**src/rtl/field_line_clear.sv**
```systemverilog
// field_line_clear
//
// This is the row-clear stage that runs after a piece locks. It takes the merged
// playfield and scans it one row per cycle, starting at the bottom row. When a
// row is completely full, the block deletes it. Every row above the deleted row
// moves down by one, and a zero row is inserted at the top. The same row is then
// tested again, so stacked full rows are handled. At the end the block returns
// the compacted field, the number of rows removed, and a saturating running total.
//
// Ports:
//   clk           rising-edge system clock
//   rst_n         asynchronous active-low reset
//   start         request pulse, accepted only while idle
//   field_in      merged field, captured on the edge that accepts start
//   busy          high while an operation is in flight (SCAN/SHIFT/DONE)
//   done          one-cycle completion pulse
//   field_out     compacted field, held until the next done
//   lines_cleared rows removed by the last operation (0..FIELD_H)
//   total_lines   rows removed since reset, saturating at 16'hFFFF
//
// Cell (x,y) is bit y*FIELD_W + x. Row 0 is the top row.

module field_line_clear #(
  parameter int FIELD_W = 20,
  parameter int FIELD_H = 20
) (
  input  logic                       clk,
  input  logic                       rst_n,
  input  logic                       start,
  input  logic [FIELD_W*FIELD_H-1:0] field_in,
  output logic                       busy,
  output logic                       done,
  output logic [FIELD_W*FIELD_H-1:0] field_out,
  output logic [4:0]                 lines_cleared,
  output logic [15:0]                total_lines
);

  localparam int N  = FIELD_W * FIELD_H;
  localparam int RW = 5;

  typedef enum logic [1:0] {
    S_IDLE  = 2'd0,
    S_SCAN  = 2'd1,
    S_SHIFT = 2'd2,
    S_DONE  = 2'd3
  } state_t;

  state_t          state_q, state_d;
  logic [N-1:0]    wf_q, wf_d;
  logic [RW-1:0]   r_q, r_d;
  logic [RW-1:0]   k_q, k_d;

  logic [N-1:0]    field_out_q;
  logic [4:0]      lines_q;
  logic [15:0]     total_q;

  logic [FIELD_H-1:0] row_full;
  logic               row_full_sel;
  logic [N-1:0]       wf_shift;
  logic               load_out;
  logic [16:0]        total_sum;
  logic [15:0]        total_sat;

  // Per-row "all ones" flags. The pointer r only selects one of them.
  for (genvar gi = 0; gi < FIELD_H; gi++) begin : g_full
    assign row_full[gi] = &wf_q[gi*FIELD_W +: FIELD_W];
  end

  assign row_full_sel = row_full[r_q];

  // This is the field after the row at r is deleted. Rows 1..r take the row
  // above them, row 0 becomes empty, and rows below r keep their contents.
  for (genvar gi = 0; gi < FIELD_H; gi++) begin : g_shift
    if (gi == 0) begin : g_top
      assign wf_shift[0 +: FIELD_W] = '0;
    end else begin : g_row
      assign wf_shift[gi*FIELD_W +: FIELD_W] =
        (RW'(gi) <= r_q) ? wf_q[(gi-1)*FIELD_W +: FIELD_W]
                         : wf_q[gi*FIELD_W +: FIELD_W];
    end
  end

  // The scan is finished when the top row has been tested and it is not full.
  assign load_out  = (state_q == S_SCAN) && !row_full_sel && (r_q == '0);
  assign total_sum = {1'b0, total_q} + {12'b0, k_q};
  assign total_sat = total_sum[16] ? 16'hFFFF : total_sum[15:0];

  always_comb begin
    state_d = state_q;
    wf_d    = wf_q;
    r_d     = r_q;
    k_d     = k_q;
    unique case (state_q)
      S_IDLE: begin
        if (start) begin
          wf_d    = field_in;
          r_d     = RW'(FIELD_H - 1);
          k_d     = '0;
          state_d = S_SCAN;
        end
      end
      S_SCAN: begin
        if (row_full_sel) begin
          state_d = S_SHIFT;
        end else if (r_q == '0) begin
          state_d = S_DONE;
        end else begin
          r_d = r_q - 1'b1;
        end
      end
      S_SHIFT: begin
        // r is left unchanged so that the row just pulled down is re-tested.
        wf_d    = wf_shift;
        k_d     = k_q + 1'b1;
        state_d = S_SCAN;
      end
      S_DONE: begin
        state_d = S_IDLE;
      end
      default: begin
        state_d = S_IDLE;
      end
    endcase
  end

  always_ff @(posedge clk or negedge rst_n) begin
    if (!rst_n) begin
      state_q <= S_IDLE;
      wf_q    <= '0;
      r_q     <= '0;
      k_q     <= '0;
    end else begin
      state_q <= state_d;
      wf_q    <= wf_d;
      r_q     <= r_d;
      k_q     <= k_d;
    end
  end

  // The results are registered as the FSM enters DONE, so they become
  // visible together with the done pulse.
  always_ff @(posedge clk or negedge rst_n) begin
    if (!rst_n) begin
      field_out_q <= '0;
      lines_q     <= '0;
      total_q     <= '0;
    end else if (load_out) begin
      field_out_q <= wf_q;
      lines_q     <= k_q;
      total_q     <= total_sat;
    end
  end

  assign busy          = (state_q != S_IDLE);
  assign done          = (state_q == S_DONE);
  assign field_out     = field_out_q;
  assign lines_cleared = lines_q;
  assign total_lines   = total_q;

endmodule

```
**config.mk**
```make
export PLATFORM = sky130hd
export DESIGN_NAME = field_line_clear
export DESIGN_NICKNAME = d
export VERILOG_FILES = /design/src/rtl/field_line_clear.sv
export SDC_FILE = /design/constraint.sdc
export NUM_CORES = 2
export LEC_CHECK = 0
export ABC_AREA = 1
export CORE_AREA = 2 2 320 322
export DETAILED_ROUTE_END_ITERATION = 6
export DIE_AREA = 0 0 322 324
export GPL_TIMING_DRIVEN = 0
export SLEW_MARGIN = 20
export SYNTH_ARGS = -nofsm -noshare
export SYNTH_HDL_FRONTEND = slang
export SYNTH_SLANG_ARGS = --single-unit
```
**constraint.sdc**
```tcl
create_clock -name clk -period 3.3 [get_ports clk]
set_input_delay 0.825 -clock clk [delete_from_list [all_inputs] [get_ports clk]]
set_output_delay 0.825 -clock clk [all_outputs]
set_load 0.02 [all_outputs]
```
==> flow_summary.yaml <==
clock_network:
  clockBufferDepth: 3
  cts_max_level: 3
  clkLatencyLatePin_ns: 0.68
  cts_tree: "yes"
  cts_sinks: 833
  clk_pin_slew_worst_paths_ns: 0.06
  cts-hold-fix-buffers: 0
  numCtsBuffers: 94
  cts_root_buf: "clkbuf_16"
timing:
  fin_ws_ns: 0.1325
  relSlewSlack: 0.2802
  setup_tns_ns: 0
  finalHoldWorstSlack_ns: 0.01807
  tightest_slew_ns: 1.080
  rsz0062_at_grt: "false"
  setup_viol: 0
  min_period_over_period: 0.9599
  clock_skew_ns: 0.03192
  finalHoldViolations: 0
  period_minus_slack_ns: 3.168
  slew_violations: 0
  fmax_ghz: 0.3157
floorplanning:
  io_pins: 826
  coreArea_um2: 101000
  die_y_um: 324
  num_rows: 117
  start_util: 0.3596
  dieWidth_um: 322
  die_area_um2: 104300
detailed_routing:
  first_pass_iters: 6
  drt_iter0_drc: 2988
  wl_um: 169500
  ant_nets: 0
  vias_per_cell: 5.286
  num_vias: 34210
  wl_per_cell_um: 26.19
  drc_errors: 0
setup_path:
  start_kind: "flop"
  cp.required_ns: 3.90
  reg2reg_slack_ns: 0.13
  cp.arrival_ns: 3.77
  cp_common_cell: "clkbuf_1"
  r2r_start: "state_q[0]"
  timing.setup.critical_path_class: "flop to flop"
  cp_max_fo: 10
  max_stage_delay_ns: 0.62
  cp_cell_sequence: "nor2_1 > buf_2 > clkbuf_2 > clkbuf_1 > clkbuf_1 > o211ai_1 > o21ai_0"
  setup.worst_path.start: "state_q[0]"
  end_kind: "flop"
  crit_slowest_cell: "clkbuf_1"
final_layout:
  mostFrequentLayoutCell: "nand2_1"
  layout_common_cells: "nand2_1 (1,088), dfrtp_1 (833), clkdlybuf4s50_1 (824)"
  final_layout_size_suffix_gt1_frac: 0.05442
  multi_input_area_um2: 12560
  syn2layout_area_growth_pct: 37.34
  fillers: 9794
  fin_nets: 5466
  seqCellArea_um2: 20850
  final_cells: 6472
  post-route-util: 0.4939
  finish.instance_area_um2: 49890
power_and_ir_drop:
  power_frac_comb: 0.440
  finalPower_mw: 51.67
  p_per_area_nw_per_um2: 1036
  power_switching_mw: 22.22
  vdd_drop_max_mv: 0.5618
  p_seq_frac: 0.345
  clockPowerShare: 0.215
  leakage_nw: 21.28
  swShare: 0.4301
  internal_power_mw: 29.44
synthesis:
  synth_nets: 4534
  yosys_register_bits: 833
  ys_async_sr_fraction: 1.000
  ys.flop_type: "dfrtp_1"
  yosys_warnings: 0
  synth.distinct_cells: 33
  syn-cell-area_um2: 36330
  avgSynthCellArea_um2: 8.819
  synth-edff-count: 0
  synth.yosys.seq_area_share: 0.5738
  synthCells: 4119
grt:
  groute.usage.overall: 0.3180
  antenna_found_initial: 53
  grt_pass1_wl_um: 238500
  grt_start_max_net_pins: 141
  grt_overflow_total: 0
  grt_pass1_vias: 33650
min_path:
  hp-class: "input pin to async pin"
placement:
  dp.cells: 6260
  port_buffers: 825
  placed_cell_area_um2: 46430
  pre_cts_slack_ns: -1.211
  dpl.hpwl_um: 134700
  place_congestion: 0.9983
flow_run:
  drv_cap: 0
status:
  status: "finished clean"
-- cell families (layout without fill, tap and decap cells) --
logic type | after synthesis | after routing | share of synthesized area
xor gates and xnor gates | 14 | 14 | 0.003376
and+or+nand+nor | 1308 | 1308 | 0.1396
other | 0 | 36 | 0
adders and majority gates | 12 | 12 | 0.004340
buffers and inverters | 702 | 1710 | 0.08129
AOI/OAI and AO/OA | 1250 | 1250 | 0.1976
DFF | 833 | 833 | 0.5738
-- worst max-delay path: cells and delay by family (launching register included) --
kind / cells / cell delay, ns
buffers and inverters: 4 / 2.07
AOI/OAI and AO/OA: 2 / 0.46
DFF: 1 / 0.40
and+or+nand+nor: 1 / 0.15
-- synthesized netlist by cell type, types with 2 or more instances --
cell,number,area share
o21ai_0,552,0.076
buf_6,14,0.0043
o21ai_1,316,0.044
nand2_2,3,0.00052
nor3_1,11,0.0015
o211ai_1,360,0.074
inv_2,3,0.00031
clkbuf_1,172,0.018
o22ai_1,4,0.00069
dfrtp_1,833,0.57
nand3_1,38,0.0052
buf_4,53,0.011
buf_2,11,0.0015
nand4_1,27,0.0046
nand2_1,1088,0.11
nor2_1,134,0.014
buf_1,12,0.0012
a31oi_1,2,0.00034
inv_1,436,0.045
xor2_1,13,0.0031
ha_1,11,0.0038
a21oi_1,12,0.0017
or2_2,2,0.00034
nor2_2,3,0.00052
-- worst paths after layout --
kind / to / cells after the start
max: wf_q[20] / 7
min: field_out[296] / 1
max reg2reg: wf_q[20] / 7
min reg2reg: field_out[345] / 2
max in group asynchronous: wf_q[67] / 3
min in group clk: field_out[345] / 2
-- state kept, by name, summed over array words and instances, names as in the netlist --
signal,flops
field_out,400
total_lines,16
state_q,2
r_q,5
k_q,5
wf_q,400
lines_cleared,5
-- per-layer routing --
metal	track usage	up-vias	wire length [um]
met4	0.1202	42	6977
met3	0.08141	332	13480
met2	0.5236	1395	79920
li1	-	15570	-
met1	0.4025	16880	68850
met5	0	-	289
-- area by class of cell --
class                           count  area share
Inverter                          440     0.03318
Buffer                            262     0.02681
Sequential cell                   833      0.4178
Antenna cell                       36    0.001806
Multi-Input combinational cell   2584      0.2519
Tap cell                         1309     0.03283
Clock inverter                     32    0.009305
Timing Repair Buffer              836      0.1703
Clock buffer                      140     0.05605
-- power by group through the flow --
stage                     clock network, mW  registers (mW)  logic (mW)
final                                  11.1            17.8        22.7
after global routing                   11.7            18.3        24.6
after CTS                              11.3            17.8        22.7
after detailed placement                  0            17.9        22.6
after global placement                    0            18.0        22.3
after floorplan                           0            19.9        8.65
-- timing repair --
| item | CTS | global route |
|---|---|---|
| pin swaps | 2 | 0 |
| gates resized for setup | 19 | 21 |
| endpoints found under the setup margin | 569 | 212 |
| setup buffers | 4 | 0 |
(Power assumes the default switching activity.)
